===== config.mk =====
export PLATFORM = sky130hd
export DESIGN_NAME = cart_bus_arbiter_flat
export DESIGN_NICKNAME = d
export VERILOG_FILES = /design/src/rtl/cart_bus_pkg.sv /design/src/rtl/cart_bus_arbiter_if.sv /design/src/rtl/cart_arb_pick.sv /design/src/rtl/cart_bus_arbiter.sv /design/src/flat_wrapper.sv
export SDC_FILE = /design/constraint.sdc
export NUM_CORES = 1
export LEC_CHECK = 0
export ABC_AREA = 1
export BUFFER_PORTS_ARGS = -buffer_cell sky130_fd_sc_hd__buf_2
export CELL_PAD_IN_SITES_DETAIL_PLACEMENT = 0
export CELL_PAD_IN_SITES_GLOBAL_PLACEMENT = 1
export CORE_UTILIZATION = 42
export DETAILED_ROUTE_END_ITERATION = 12
export PLACE_DENSITY_LB_ADDON = 0.15
export SLEW_MARGIN = 20
export SYNTH_ARGS = -nofsm -noshare
export SYNTH_HDL_FRONTEND = slang
export SYNTH_SLANG_ARGS = --single-unit

===== constraint.sdc =====
create_clock -name clk_8m -period 3.05 [get_ports clk_8m]
set_clock_uncertainty 0.1 [all_clocks]
set_input_delay 0.4575 -clock clk_8m [delete_from_list [all_inputs] [get_ports clk_8m]]
set_output_delay 0.4575 -clock clk_8m [all_outputs]
set_load 0.02 [all_outputs]

===== src/rtl/cart_bus_pkg.sv =====
// Shared encodings for the cart bus arbiter: arbitration modes and FSM states.
package cart_bus_pkg;

    localparam int ARB_PHASED = 0;
    localparam int ARB_PRIO   = 1;
    localparam int ARB_RR     = 2;

    typedef enum logic [1:0] {
        IDLE    = 2'd0,
        WAIT_HI = 2'd1,
        WAIT_LO = 2'd2
    } arb_state_t;

endpackage


===== src/rtl/cart_bus_arbiter_if.sv =====
// Requester-side and cart-side signals of the shared cart bus arbiter.
// Slice i of the packed request vectors belongs to requester i.
interface cart_bus_arbiter_if #(
    parameter int N_REQ  = 3,
    parameter int ADDR_W = 16,
    parameter int DATA_W = 8
);
    localparam int PH_W = $clog2(N_REQ);

    logic [N_REQ*ADDR_W-1:0] req_a;
    logic [N_REQ*DATA_W-1:0] req_din;
    logic [N_REQ-1:0]        req_rd;
    logic [N_REQ-1:0]        req_wr;
    logic [N_REQ-1:0]        req_phase_done;
    logic [N_REQ-1:0]        req_busy;
    logic [N_REQ-1:0]        grant;
    logic [ADDR_W-1:0]       bus_a;
    logic [DATA_W-1:0]       bus_din;
    logic                    bus_rd;
    logic                    bus_wr;
    logic                    bus_busy;
    logic [PH_W-1:0]         phase;

    modport master (
        output req_a, req_din, req_rd, req_wr, req_phase_done, bus_busy,
        input  req_busy, grant, bus_a, bus_din, bus_rd, bus_wr, phase
    );

    modport slave (
        input  req_a, req_din, req_rd, req_wr, req_phase_done, bus_busy,
        output req_busy, grant, bus_a, bus_din, bus_rd, bus_wr, phase
    );

endinterface


===== src/rtl/cart_arb_pick.sv =====
// Combinational winner select: first eligible pending index at or after ptr (wrapping).
// Zero latency; ptr=0 gives plain lowest-index priority.
module cart_arb_pick #(
    parameter int N_REQ = 3
) (
    input  logic [N_REQ-1:0]         pend,
    input  logic [N_REQ-1:0]         elig,
    input  logic [$clog2(N_REQ)-1:0] ptr,
    output logic                     win_vld,
    output logic [N_REQ-1:0]         win_oh,
    output logic [$clog2(N_REQ)-1:0] win_idx
);
    localparam int IDX_W = $clog2(N_REQ);

    logic [N_REQ-1:0] cand;
    logic [IDX_W:0]   sum;
    logic [IDX_W-1:0] idx;

    always_comb begin
        cand    = pend & elig;
        sum     = '0;
        idx     = '0;
        win_vld = 1'b0;
        win_oh  = '0;
        win_idx = '0;
        for (int k = 0; k < N_REQ; k++) begin
            sum = {1'b0, ptr} + (IDX_W+1)'(k);
            if (sum >= (IDX_W+1)'(N_REQ)) begin
                sum = sum - (IDX_W+1)'(N_REQ);
            end
            idx = sum[IDX_W-1:0];
            if (!win_vld && cand[idx]) begin
                win_vld     = 1'b1;
                win_oh[idx] = 1'b1;
                win_idx     = idx;
            end
        end
    end

endmodule


===== src/rtl/cart_bus_arbiter.sv =====
// Registered N-requester arbiter for the shared cart ROM/RAM port; 2 cycles strobe-to-bus-strobe.
// Owner holds the bus until cart busy falls or times out; other strobes are latched and req_busy held.
module cart_bus_arbiter
    import cart_bus_pkg::*;
#(
    parameter int N_REQ   = 3,
    parameter int ADDR_W  = 16,
    parameter int DATA_W  = 8,
    parameter int MODE    = 0,
    parameter int BUSY_TO = 15
) (
    input  logic               clk_8m,
    input  logic               rst_n,
    cart_bus_arbiter_if.slave  bus
);
    localparam int IDX_W = $clog2(N_REQ);

    logic [N_REQ-1:0]  strb, strb_q, cap;
    logic [N_REQ-1:0]  pend_q, pend_nxt, elig;
    logic [N_REQ-1:0]  grant_q, grant_nxt, busy_q;
    logic [N_REQ-1:0]  pick_oh;
    logic              pick_vld;
    logic [IDX_W-1:0]  pick_idx, owner_q, rr_q, phase_q;
    logic [ADDR_W-1:0] slot_a [N_REQ];
    logic [DATA_W-1:0] slot_d [N_REQ];
    logic [N_REQ-1:0]  slot_rd;
    arb_state_t        state_q, state_nxt;
    logic [7:0]        cnt_q, cnt_nxt;
    logic              issue, done, phase_adv;
    logic [ADDR_W-1:0] bus_a_q;
    logic [DATA_W-1:0] bus_din_q;
    logic              bus_rd_q, bus_wr_q;

    // Only the rising edge of a strobe counts, and only into an empty slot.
    assign strb = bus.req_rd | bus.req_wr;
    assign cap  = strb & ~strb_q & ~pend_q;

    always_comb begin
        elig = '1;
        if (MODE == ARB_PHASED) begin
            elig          = '0;
            elig[phase_q] = 1'b1;
        end
    end

    cart_arb_pick #(.N_REQ(N_REQ)) u_pick (
        .pend    (pend_q),
        .elig    (elig),
        .ptr     (rr_q),
        .win_vld (pick_vld),
        .win_oh  (pick_oh),
        .win_idx (pick_idx)
    );

    always_comb begin
        state_nxt = state_q;
        cnt_nxt   = cnt_q;
        issue     = 1'b0;
        done      = 1'b0;
        case (state_q)
            IDLE: begin
                if (pick_vld) begin
                    issue     = 1'b1;
                    state_nxt = WAIT_HI;
                    cnt_nxt   = 8'd0;
                end
            end
            WAIT_HI: begin
                if (bus.bus_busy) begin
                    state_nxt = WAIT_LO;
                end else if (cnt_q == 8'(BUSY_TO - 1)) begin
                    state_nxt = IDLE;
                    done      = 1'b1;
                end else begin
                    cnt_nxt = cnt_q + 8'd1;
                end
            end
            WAIT_LO: begin
                if (!bus.bus_busy) begin
                    state_nxt = IDLE;
                    done      = 1'b1;
                end
            end
            default: state_nxt = IDLE;
        endcase
    end

    // A phase may only be left when nothing of it is waiting or in flight.
    assign phase_adv = (MODE == ARB_PHASED) && (state_q == IDLE) &&
                       bus.req_phase_done[phase_q] && !pend_q[phase_q] &&
                       (phase_q != IDX_W'(N_REQ - 1));

    assign pend_nxt  = (pend_q & ~(issue ? pick_oh : '0)) | cap;
    assign grant_nxt = issue ? pick_oh : (done ? '0 : grant_q);

    always_ff @(posedge clk_8m or negedge rst_n) begin
        if (!rst_n) begin
            state_q <= IDLE;
        end else begin
            state_q <= state_nxt;
        end
    end

    always_ff @(posedge clk_8m or negedge rst_n) begin
        if (!rst_n) begin
            strb_q    <= '0;
            pend_q    <= '0;
            busy_q    <= '0;
            grant_q   <= '0;
            owner_q   <= '0;
            rr_q      <= '0;
            phase_q   <= '0;
            cnt_q     <= '0;
            bus_rd_q  <= 1'b0;
            bus_wr_q  <= 1'b0;
            bus_a_q   <= '0;
            bus_din_q <= '0;
            slot_rd   <= '0;
            for (int i = 0; i < N_REQ; i++) begin
                slot_a[i] <= '0;
                slot_d[i] <= '0;
            end
        end else begin
            strb_q   <= strb;
            pend_q   <= pend_nxt;
            busy_q   <= pend_nxt | grant_nxt;
            grant_q  <= grant_nxt;
            cnt_q    <= cnt_nxt;
            bus_rd_q <= issue & slot_rd[pick_idx];
            bus_wr_q <= issue & ~slot_rd[pick_idx];
            for (int i = 0; i < N_REQ; i++) begin
                if (cap[i]) begin
                    slot_a[i]  <= bus.req_a[i*ADDR_W +: ADDR_W];
                    slot_d[i]  <= bus.req_din[i*DATA_W +: DATA_W];
                    slot_rd[i] <= bus.req_rd[i];
                end
            end
            if (issue) begin
                owner_q   <= pick_idx;
                bus_a_q   <= slot_a[pick_idx];
                bus_din_q <= slot_d[pick_idx];
            end
            if (MODE == ARB_RR && done) begin
                rr_q <= (owner_q == IDX_W'(N_REQ - 1)) ? '0 : owner_q + 1'b1;
            end
            if (phase_adv) begin
                phase_q <= phase_q + 1'b1;
            end
        end
    end

    assign bus.req_busy = busy_q;
    assign bus.grant    = grant_q;
    assign bus.bus_a    = bus_a_q;
    assign bus.bus_din  = bus_din_q;
    assign bus.bus_rd   = bus_rd_q;
    assign bus.bus_wr   = bus_wr_q;
    assign bus.phase    = phase_q;

endmodule


===== src/flat_wrapper.sv =====
// flat-port wrapper written by rule: the top's interface ports become plain ports
module cart_bus_arbiter_flat import cart_bus_pkg::*;
#(
    parameter int N_REQ   = 3,
    parameter int ADDR_W  = 16,
    parameter int DATA_W  = 8,
    parameter int MODE    = 0,
    parameter int BUSY_TO = 15
)
  (clk_8m, rst_n, bus_req_a, bus_req_din, bus_req_rd, bus_req_wr, bus_req_phase_done, bus_bus_busy, bus_req_busy, bus_grant, bus_bus_a, bus_bus_din, bus_bus_rd, bus_bus_wr, bus_phase);
  cart_bus_arbiter_if #(.N_REQ(N_REQ), .ADDR_W(ADDR_W), .DATA_W(DATA_W)) bus_i ();
  input  logic clk_8m;
  input  logic rst_n;
  input wire logic [$bits(bus_i.req_a)-1:0] bus_req_a;
  input wire logic [$bits(bus_i.req_din)-1:0] bus_req_din;
  input wire logic [$bits(bus_i.req_rd)-1:0] bus_req_rd;
  input wire logic [$bits(bus_i.req_wr)-1:0] bus_req_wr;
  input wire logic [$bits(bus_i.req_phase_done)-1:0] bus_req_phase_done;
  input wire logic [$bits(bus_i.bus_busy)-1:0] bus_bus_busy;
  output wire logic [$bits(bus_i.req_busy)-1:0] bus_req_busy;
  output wire logic [$bits(bus_i.grant)-1:0] bus_grant;
  output wire logic [$bits(bus_i.bus_a)-1:0] bus_bus_a;
  output wire logic [$bits(bus_i.bus_din)-1:0] bus_bus_din;
  output wire logic [$bits(bus_i.bus_rd)-1:0] bus_bus_rd;
  output wire logic [$bits(bus_i.bus_wr)-1:0] bus_bus_wr;
  output wire logic [$bits(bus_i.phase)-1:0] bus_phase;
  assign bus_i.req_a = bus_req_a;
  assign bus_i.req_din = bus_req_din;
  assign bus_i.req_rd = bus_req_rd;
  assign bus_i.req_wr = bus_req_wr;
  assign bus_i.req_phase_done = bus_req_phase_done;
  assign bus_i.bus_busy = bus_bus_busy;
  assign bus_req_busy = bus_i.req_busy;
  assign bus_grant = bus_i.grant;
  assign bus_bus_a = bus_i.bus_a;
  assign bus_bus_din = bus_i.bus_din;
  assign bus_bus_rd = bus_i.bus_rd;
  assign bus_bus_wr = bus_i.bus_wr;
  assign bus_phase = bus_i.phase;
  cart_bus_arbiter #(.N_REQ(N_REQ), .ADDR_W(ADDR_W), .DATA_W(DATA_W), .MODE(MODE), .BUSY_TO(BUSY_TO)) u_core (.clk_8m(clk_8m), .rst_n(rst_n), .bus(bus_i));
endmodule

Word level (Yosys, flattened, before mapping)
Index checks and enable logic that the tools add are counted.
Storage, ports and cells
  flip-flop bits (word level): 125
  input bits: 84
Operators by class
  add/sub/neg operators: 7
  order comparisons: 13
  equal/unequal tests: 9
  mux-type cells: 56
  bitwise logic cells: 16
  reductions and logical operators: 16
Operators with widths (count)
  8-bit two-way mux: 5
  16-bit binary-select mux with 2-bit select: 1
  16-bit two-way mux: 2
  2-bit two-way mux: 10
  1-bit two-way mux: 18
  3-bit two-way mux: 6
  8-bit binary-select mux with 2-bit select: 1
  8-bit one-hot mux with 2 select lines: 1
  2-bit by 3-bit less-than comparator with 1-bit output (second input constant): 5
  3-bit bitwise OR: 5
  3-bit bitwise AND: 4
  1-bit binary-select mux with 2-bit select: 6
  1-bit logical AND: 9
  3-bit NOT: 3
  8-bit by 1-bit adder with 8-bit output (second input constant): 1
  1-bit demux with 2-bit select: 4
  8-bit by 4-bit equality test with 1-bit output (second input constant): 1
  2-bit by 1-bit greater-or-equal comparator with 1-bit output (second input constant): 4
  2-bit inequality test (second input constant): 4
  3-bit by 2-bit greater-or-equal comparator with 1-bit output (second input constant): 2
  2-bit one-hot mux with 3 select lines: 1
  2-bit subtractor (second input constant): 3
  4-bit AND reduction: 1
  2-bit by 1-bit adder with 3-bit output (second input constant): 1
  16 further kinds: 19

Logic depth before layout (Yosys ltp)
Gate-level depths: netlist of the first run.
  depth after elaboration: 21
  mapped depth: 11
  gate-level depth less buffers: 11

Hierarchy
Synthesis of the first run repeated with hierarchy kept, for this count alone.
Second synthesis, totals
  cell total of the unflattened synthesis: 585
  area, all modules: 5866.9 um^2
By module, submodules not included
  cart_bus_arbiter: times used 1, cells an instance 524, area an instance 5551.6 um^2, seq. area each 3128.0 um^2
  cart_arb_pick: times used 1, cells an instance 61, area an instance 315.3 um^2, seq. area each 0.0 um^2

Least setup slack after synthesis of the first run
No wires, ideal clock.
  path kind: reg-to-reg
  start point: register u_core.phase_q[0], in the netlist u_core.bus.phase[0]
  end point: register u_core.cnt_q[0]
  arrival time: 1.539 ns
  setup slack: 1.337 ns
  stages on the path, launching flop included: 11
  cell sequence: dfrtp_1 inv_1 ha_1 nand2_2 nand2_2 inv_2 nand2_1 nand3_2 buf_6 nand2_1 o21ai_2
On the way
  word-level cells in the longest chain between the ends: 16
  elaborated cells between the ends (all ways): 21
  classes of those cells: 2 x order compare; 1 x eq/ne; 11 x mux; 1 x bitwise; 6 x reduce/logical
RTL lines
  from (decl): RTL line cart_bus_arbiter.sv:23  | logic [IDX_W-1:0] pick_idx, owner_q, rr_q, phase_q;
  from (signal assigned): RTL line cart_bus_arbiter.sv:147  | phase_q <= phase_q + 1'b1;
  2-bit by 3-bit less-than comparator with 1-bit output (implied by the code) / 2-bit by 1-bit greater-or-equal comparator with 1-bit output (equally long branches): RTL line cart_bus_arbiter.sv:42  | elig[phase_q] = 1'b1;
  1-bit logical AND (implied by the code): RTL line cart_bus_arbiter.sv:42
  1-bit two-way mux (implied by the code): RTL line cart_bus_arbiter.sv:42
  1-bit demux with 2-bit select (*)
  3-bit bitwise AND (*): RTL line cart_arb_pick.sv:20  | cand = pend & elig;
  1-bit binary-select mux with 2-bit select: RTL line cart_arb_pick.sv:32  | if (!win_vld && cand[idx]) begin
  1-bit two-way mux (implied by the code): RTL line cart_arb_pick.sv:32
  1-bit two-way mux: RTL line cart_arb_pick.sv:32
  1-bit logical NOT: RTL line cart_arb_pick.sv:32
  1-bit logical AND: RTL line cart_arb_pick.sv:32
  1-bit two-way mux: RTL line cart_arb_pick.sv:32
  1-bit logical NOT: RTL line cart_arb_pick.sv:32
  1-bit logical AND: RTL line cart_arb_pick.sv:32
  1-bit two-way mux (*): RTL line cart_arb_pick.sv:32
  2-bit by 1-bit inequality test with 1-bit output (no line) (*)
  4-bit AND reduction (no line) (*)
  to (signal assigned): RTL line cart_bus_arbiter.sv:128  | cnt_q <= cnt_nxt;
  to (decl): RTL line cart_bus_arbiter.sv:28  | logic [7:0] cnt_q, cnt_nxt;
Mark *: on every way between the ends. The rest lies on a longest branch, timed or not. The select of a mux whose other input is x is not followed.
A chain may end at the register's enable or synchronous reset.

Worst setup path after layout of the first run
  start point: register u_core.phase_q[1], in the netlist u_core.bus.phase[1]
  end point: register u_core.bus_din_q[4], in the netlist u_core.bus.bus_din[4]
On the way
  word-level cells in the longest chain between the ends: 18
  elaborated cells between the ends (all ways): 28
  classes of those cells: 2 x order compare; 19 x mux; 2 x bitwise; 5 x reduce/logical
RTL lines
  2-bit by 3-bit less-than comparator with 1-bit output (implied by the code) / 2-bit by 1-bit greater-or-equal comparator with 1-bit output (equally long branches): RTL line cart_bus_arbiter.sv:42
  1-bit logical AND (implied by the code): RTL line cart_bus_arbiter.sv:42
  1-bit two-way mux (implied by the code): RTL line cart_bus_arbiter.sv:42
  1-bit demux with 2-bit select (*)
  3-bit bitwise AND (*): RTL line cart_arb_pick.sv:20
  1-bit binary-select mux with 2-bit select: RTL line cart_arb_pick.sv:32
  1-bit two-way mux (implied by the code): RTL line cart_arb_pick.sv:32
  1-bit two-way mux: RTL line cart_arb_pick.sv:32
  1-bit logical NOT: RTL line cart_arb_pick.sv:32
  1-bit logical AND: RTL line cart_arb_pick.sv:32
  1-bit two-way mux: RTL line cart_arb_pick.sv:32
  1-bit logical NOT: RTL line cart_arb_pick.sv:32
  1-bit logical AND: RTL line cart_arb_pick.sv:32
  2-bit two-way mux: RTL line cart_arb_pick.sv:32
  2-bit NOT with 3-bit output (implied by the code): RTL line cart_bus_arbiter.sv:141  | bus_din_q <= slot_d[pick_idx];
  8-bit binary-select mux with 2-bit select: RTL line cart_bus_arbiter.sv:141
  8-bit two-way mux (implied by the code) (2 in series): RTL line cart_bus_arbiter.sv:141
  to (signal assigned): RTL line cart_bus_arbiter.sv:141
  to (decl): RTL line cart_bus_arbiter.sv:31  | logic [DATA_W-1:0] bus_din_q;
Marked as above.

==> results of run 1 <==
synth_stat cells, types with 2 or more instances:
cell type  instances  share of area
o21ai_1            3         0.0033
inv_1             72          0.060
buf_6              4          0.010
dfrtp_1          101           0.56
o21ai_2            5         0.0097
nand2_2            4         0.0055
or2_2              3         0.0042
nor2_1            71          0.059
nand3_1           18          0.020
a21oi_1           79          0.088
nand4_1            5         0.0069
nand3b_2           2         0.0050
o21ai_0           18          0.020
nand3_2            2         0.0044
inv_2              3         0.0025
nand2_1           67          0.056
ha_1               7          0.019
buf_2              9          0.010
nor3_1             2         0.0022
buf_4              8          0.013
mux2_2             9          0.022
kinds of logic after synthesis:
logic type,Yosys count
xor+xnor,1
simple gates,179
flops,101
mux,9
buf+inv,97
fa+ha+maj,7
compound gates,107
per-layer routing:
metal  vias up  track usage  wire length (µm)  part of all wire
met1      1647       0.2387              4312              0.45
li1       1751            -                 -                 -
met4         0      0.04167                86            0.0089
met3         7      0.05937               506             0.052
met5         -            0                 0                 0
met2        68       0.3078              4743              0.49
worst paths after layout:
kind                                                  from                           endpoint  slack, ps
setup reg to reg           u_core.bus.phase[1]$_DFFE_PN0P_  u_core.bus.bus_din[4]$_DFFE_PN0P_        930
hold reg to reg               u_core.slot_a[2]$_DFFE_PN0P_       u_core.slot_a[2]$_DFFE_PN0P_        390
hold / removal                                       rst_n      u_core.slot_a[26]$_DFFE_PN0P_          2
setup / recovery           u_core.bus.phase[1]$_DFFE_PN0P_  u_core.bus.bus_din[4]$_DFFE_PN0P_        930
min in group clk_8m                          bus_req_a[17]      u_core.slot_a[17]$_DFFE_PN0P_        220
max in group asynchronous                            rst_n        u_core.cnt_q[3]$_DFFE_PN0P_       2090
final cells by class:
| type | instances | area, µm² | share of cell area |
|---|---|---|---|
| clock inverter | 4 | 48.80 | 0.009326 |
| tap | 136 | 170.2 | 0.03252 |
| clock buffer | 10 | 137.6 | 0.02630 |
| sequential | 101 | 2527 | 0.4830 |
| multi-input combinational | 303 | 1546 | 0.2956 |
| inverter | 75 | 281.5 | 0.05380 |
| timing repair buffer | 100 | 520.5 | 0.09947 |
power groups by stage:
stage               clock [mW]  sequential, mW  combinational [mW]
floorplan                    0            2.31                1.21
global placement             0            2.09                1.88
detailed placement           0            2.10                1.93
CTS                      0.872            2.08                1.93
global route             0.917            2.14                2.14
finish                   0.837            2.08                1.90
state kept, by name (all words and copies together), names as in the netlist:
register	count
u_core.state_q	2
u_core.bus.bus_wr	1
u_core.cnt_q	8
u_core.bus.grant	3
u_core.slot_rd	3
u_core.pend_q	3
u_core.strb_q	3
u_core.bus.bus_rd	1
u_core.bus.phase	2
u_core.bus.bus_a	16
u_core.bus.req_busy	3
u_core.bus.bus_din	8
u_core.slot_a	32
u_core.slot_d	16
worst max-delay path: stages, from the launching register on:
cell     delay [ps]
dfrtp_1         410
inv_1            80
ha_1            210
nand2_4         140
inv_2           210
nor2_4          380
buf_4           280
nand2_1          80
a21oi_1         150
==> impl_summary.log, run 1 <==
INFO  metric drtIter0Drc = 85
INFO  metric antenna_cells = 0
INFO  metric synth_top_family_by_area = simple AND/OR/NAND/NOR gates
INFO  metric synth_mux_area_frac = 0.02248
INFO  metric pwr-share-comb = 0.395
INFO  metric smallest_setup_slack_after_layout = a little over 900 ps
INFO  metric layout.cells.most_common = dfrtp_1
INFO  metric clock_power_share = 0.174
INFO  metric slew_headroom = 0.5875
INFO  metric die_span_in_y = between 100 and 150 µm
INFO  metric antenna_found_initial = 0
INFO  metric cts_repair_resize_count = 0
INFO  metric post_route_cell_area = 5233 µm²
INFO  metric worst-setup-path-type = flop to flop
INFO  metric placed_cell_area = between 5000 and 6000 µm²
INFO  metric fillerInstances = 1,007
INFO  metric synthSimpleGateAreaFrac = 0.1754
INFO  metric synth_flop_cell = dfrtp_1
INFO  metric syn_inst = between 500 and 600
INFO  metric dieWidth = 105.6 µm
INFO  metric grt_pass1_vias = ~3.3k
INFO  metric pwr-share-seq = 0.432
INFO  metric total_switching_power = 1.952 mW
INFO  metric ant_nets = 0
INFO  metric distinct_cells_synth = 30
INFO  metric cts.clk_slew.worst_paths = 90 ps
INFO  metric finalWirelength = ~9.6 mm
INFO  metric post_cts_hold_buffers = 0
INFO  metric yosys_warnings = 2
INFO  metric drive_gt1_frac = 0.2462
INFO  metric fin_hold_ws = 2.187 ps
INFO  metric cts_made_buffers = 9
INFO  metric effective_utilization_at_floorplan = 0.4348
INFO  metric swShare = 0.4053
INFO  metric clockBufferDepth = 2
INFO  metric worst_slew_pin_slew = 618.7 ps
INFO  metric synth_adder_area_share = 0.01942
INFO  metric mappedNetlistNets = 592
INFO  metric num_clock_sinks = 101
INFO  metric port_buffers = 93
INFO  metric leakage = 2.730 nW
INFO  metric outcome = completed
INFO  metric largest_net_degree_at_the_start_of_global_routing = 51
INFO  metric dr_total_vias = 3,473
INFO  metric grt_setup_unrepaired = no
INFO  metric ys_ff_latch = 101
INFO  metric post_dr_wirelength_cell = 13.24 µm
INFO  metric floorplan.rows = 37
INFO  metric final_min_period_over_clock_period = 0.6967
INFO  metric synth_area = ~4500 µm²
INFO  metric placed_cells = 715
INFO  metric critical_path_peak_fanout = 20
INFO  metric grt_util_all_layers = 0.1859
INFO  metric cellInternalPower = 2.865 mW
INFO  metric design.die.area = ~11,000 µm²
INFO  metric flow.area_growth_from_synthesis = 16.04%
INFO  metric synth_enable_flop_cells = 0
INFO  metric critical_path.startpoint_type = flop
INFO  metric vdd_ir_drop_max = 0.3452 mV
INFO  metric postCtsSetupBuffers = 0
INFO  metric reg2reg_depth = 8
INFO  metric finalPower = 4.817 mW
INFO  metric worst_hold_path_type = input pin to asynchronous set/reset pin
INFO  metric critPathRequiredTime = 3240 ps
INFO  metric cap_viol_max_count = 0
INFO  metric root_buffer = clkbuf_8
INFO  metric cp_data_arrival_time = 2320 ps
INFO  metric fp.coreArea = just over 10,000 µm²
INFO  metric grt_pass1_wl = about 16 mm
INFO  metric place_congestion = 0.7311
INFO  metric place.detailed.hpwl = 6.584 mm
INFO  metric number_of_levels_the_h_tree_was_split_into = 3
INFO  metric final.min_clock_period = 2125 ps
INFO  metric drt_first_pass_iters = 4
INFO  metric power-per-cell-area = 920.6 nW/µm²
INFO  metric synth_compound_area_frac = 0.1238
INFO  metric utilization = 0.5046
INFO  metric timing.final.setup_violations = 0
INFO  metric dpl_worst_slack = 901.4 ps
INFO  metric finalSetupTns = 0 ps
INFO  metric mostFrequentLayoutCells = 101 x dfrtp_1, 92 x buf_2, 79 x a21oi_1
INFO  metric drv_slew = 0
INFO  metric boundaryPins = 118
INFO  metric grt-ovfl-total = 0
INFO  metric crit_path_end_kind = flop
INFO  metric synth.yosys.seq_area_share = 0.5605
INFO  metric tritoncts = built
INFO  metric fraction_of_registers_with_async_set_reset = 1.000
INFO  metric finalHoldViolCount = 0
INFO  metric finish.cell_count_without_fillers = between 700 and 800
INFO  metric fmax = between 0.4 and 0.5 GHz
INFO  metric final_nets = 681
INFO  metric postSynthAreaPerCell = 9.001 µm²
INFO  metric route.detailed.drc = 0
INFO  metric avgViaCountPerCell = 4.764
INFO  metric clkLatencyLatePin = 360 ps
INFO  metric post_synth_xor_area_fraction = 0.001942
Power figures use the tool's default switching activity.
==> inputs of run 2 (changes only) <==
--- a/config.mk
+++ b/config.mk
@@ -9,7 +9,7 @@
 export BUFFER_PORTS_ARGS = -buffer_cell sky130_fd_sc_hd__buf_2
 export CELL_PAD_IN_SITES_DETAIL_PLACEMENT = 0
 export CELL_PAD_IN_SITES_GLOBAL_PLACEMENT = 1
-export CORE_UTILIZATION = 42
+export CORE_UTILIZATION = 35
 export DETAILED_ROUTE_END_ITERATION = 12
 export PLACE_DENSITY_LB_ADDON = 0.15
 export SLEW_MARGIN = 20
==> constraint.sdc (replaced) <==
create_clock -name clk_8m -period 1.8 [get_ports clk_8m]
set_clock_uncertainty 0.1 [all_clocks]
set_input_delay 0.27 -clock clk_8m [delete_from_list [all_inputs] [get_ports clk_8m]]
set_output_delay 0.27 -clock clk_8m [all_outputs]
set_load 0.02 [all_outputs]
==> impl_summary.log, run 2 (same netlist as run 1, synthesis figures left out) <==
INFO  metric critical_path.startpoint_type = flop
INFO  metric grt_most_used_layer = met2
INFO  metric boundaryPins = 118
INFO  metric avgViaCountPerCell = 4.429
INFO  metric drtIter0Drc = 92
INFO  metric cts.clk_slew.worst_paths = 70 ps
INFO  metric layout.cells.most_common = dfrtp_1
INFO  metric design.die.area = 13,340 µm²
INFO  metric grt_pass1_vias = 3,308
INFO  metric placed_cell_area = around 5200 µm²
INFO  metric largest_net_degree_at_the_start_of_global_routing = 51
INFO  metric drt_first_pass_iters = 4
INFO  metric largest_register = u_core.slot_a
INFO  metric fillerInstances = 1,266
INFO  metric effective_utilization_at_floorplan = 0.3588
INFO  metric smallest_setup_slack_after_layout = just under 90 ps
INFO  metric fmax = 0.5841 GHz
INFO  metric num_clock_sinks = 101
INFO  metric power-per-cell-area = 1652 nW/µm²
INFO  metric area_of_the_multi_input_gates = about 1600 µm²
INFO  metric grt-ovfl-total = 0
INFO  metric grt_util_met3 = 0.03766
INFO  metric root_buffer = clkbuf_16
INFO  metric use_met2 = 0.2435
INFO  metric fp.coreArea = 12,570 µm²
INFO  metric holdPathStages = 2
INFO  metric worst-setup-path-type = flop to flop
INFO  metric drive_gt1_frac = 0.2759
INFO  metric mostFrequentLayoutCells = 100 x dfrtp_1, 92 x buf_2, 77 x a21oi_1
INFO  metric place.detailed.hpwl = 7.077 mm
INFO  metric vdd_ir_drop_max = 0.6531 mV
INFO  metric cap_viol_max_count = 0
INFO  metric finalWirelength = approximately 10 mm
INFO  metric route.detailed.drc = 0
INFO  metric flow.area_growth_from_synthesis = 25.36%
INFO  metric utilization = 0.4498
INFO  metric drv_slew = 0
INFO  metric post_dr_wirelength_cell = 12.87 µm
INFO  metric crit_path_end_kind = flop
INFO  metric port_buffers = 93
INFO  metric place_congestion = 0.7606
INFO  metric seq_area = ~2500 µm²
INFO  metric timing.final.setup_violations = 0
INFO  metric outcome = completed
INFO  metric ant_nets = 0
INFO  metric tritoncts = built
INFO  metric finalHoldViolCount = 0
INFO  metric post_route_cell_area = around 5700 µm²
INFO  metric grt_setup_unrepaired = yes
INFO  metric crit_chain = inv_2 > ha_2 > nand2_2 > nand2_2 > inv_2 > nor2_8 > inv_4 > buf_4 > a21oi_1 > a21oi_1
INFO  metric clockBufferDepth = 2
INFO  metric floorplan.rows = 41
INFO  metric antenna_found_initial = 1
INFO  metric cp_data_arrival_time = 1840 ps
INFO  metric dr_total_vias = 3,459
INFO  metric clkLatencyLatePin = 340 ps
INFO  metric reg2reg_depth = 10
INFO  metric critical_path_peak_fanout = 7
INFO  metric grt_util_met1 = 0.2180
INFO  metric final_min_period_over_clock_period = 0.9511
INFO  metric dpl_worst_slack = a little over 50 ps
INFO  metric leakage = 2.899 nW
INFO  metric slew_headroom = 0.7555
INFO  metric final.min_clock_period = between 1500 and 2000 ps
INFO  metric grt_pass1_wl = between 15 and 20 mm
INFO  metric fin_hold_ws = 53.10 ps
INFO  metric cp_slowest_cell = dfrtp_1
INFO  metric worst_hold_path_type = input pin to flop
INFO  metric grt_util_all_layers = 0.1598
INFO  metric cts_made_buffers = 9
INFO  metric antenna_cells = 0
INFO  metric die_span_in_y = 115.5 µm
INFO  metric slowest_stage_delay_on_critical_path = 430 ps
INFO  metric worst_slew_pin_slew = 366.3 ps
INFO  metric final_nets = 695
INFO  metric critPathRequiredTime = 1920 ps
INFO  metric number_of_levels_the_h_tree_was_split_into = 3
INFO  metric dieWidth = 115.5 µm
INFO  metric largest_register_ff_count = 32
run 2: cell types whose count changed in the layout (fill, tap and decap cells not counted), moves of 6 or more:
cell | before | now
clkbuf_16 | 0 | 9
buf_12 | 0 | 6
clkbuf_8 | 10 | 1
buf_4 | 8 | 14
run 2: stage by stage:
step           power [mW]  cells  TNS (ps)
3_3_place_gp        7.011    762         0
3_5_place_dp        7.083    762         0
5_1_grt             10.02    781    -30.97
6_report            9.338    781         0
2_1_floorplan       5.952    501         0
4_1_cts             9.366    779         0
run 2: layer usage:
layer,vias up,share of wire
li1,1791,-
met1,1581,0.48
met2,70,0.45
met3,15,0.047
met4,2,0.016
met5,-,0.00099
run 2: area by class of cell:
class	count	share of cell area
timing repair buffer	114	0.1257
clock inverter	6	0.01926
inverter	75	0.05024
sequential	101	0.4473
multi-input combinational	303	0.2771
tap	172	0.03807
clock buffer	10	0.04228
run 2: path summary, 6_finish.rpt:
path                       slack, ps                            start                                 to
min in group asynchronous        190                            rst_n  u_core.bus.bus_din[5]$_DFFE_PN0P_
max                               90  u_core.bus.phase[0]$_DFFE_PN0P_    u_core.bus.bus_a[1]$_DFFE_PN0P_
min reg2reg                      380     u_core.slot_a[2]$_DFFE_PN0P_       u_core.slot_a[2]$_DFFE_PN0P_
max reg2reg                       90  u_core.bus.phase[0]$_DFFE_PN0P_    u_core.bus.bus_a[1]$_DFFE_PN0P_
min                               50                    bus_req_a[19]      u_core.slot_a[19]$_DFFE_PN0P_
max in group asynchronous        840                            rst_n    u_core.bus.phase[1]$_DFFE_PN0P_
run 2: where the power goes:
| part | leakage, nW | internal [mW] | total [mW] | switching, mW |
|---|---|---|---|---|
| sequential | 1.17 | 3.09 | 3.53 | 0.438 |
| clock | 0.173 | 1.40 | 2.23 | 0.838 |
| combinational | 1.56 | 1.37 | 3.58 | 2.20 |
run 2: worst max-delay path, delay by kind of cell, from the launching register on:
kind,cells,cell delay [ps]
AO/OA/AOI/OAI,2,200
buffers and inverters,4,400
flip-flops,1,430
AND/OR/NAND/NOR,3,290
adder cells (fa/ha/maj),1,180
run 2: repair_timing:
action,4_1_cts,5_1_grt
setup endpoints to repair,0,30
gates resized for setup,0,11
buffers inserted,0,2
endpoints found under the hold margin,101,0
hold buffers,1,0
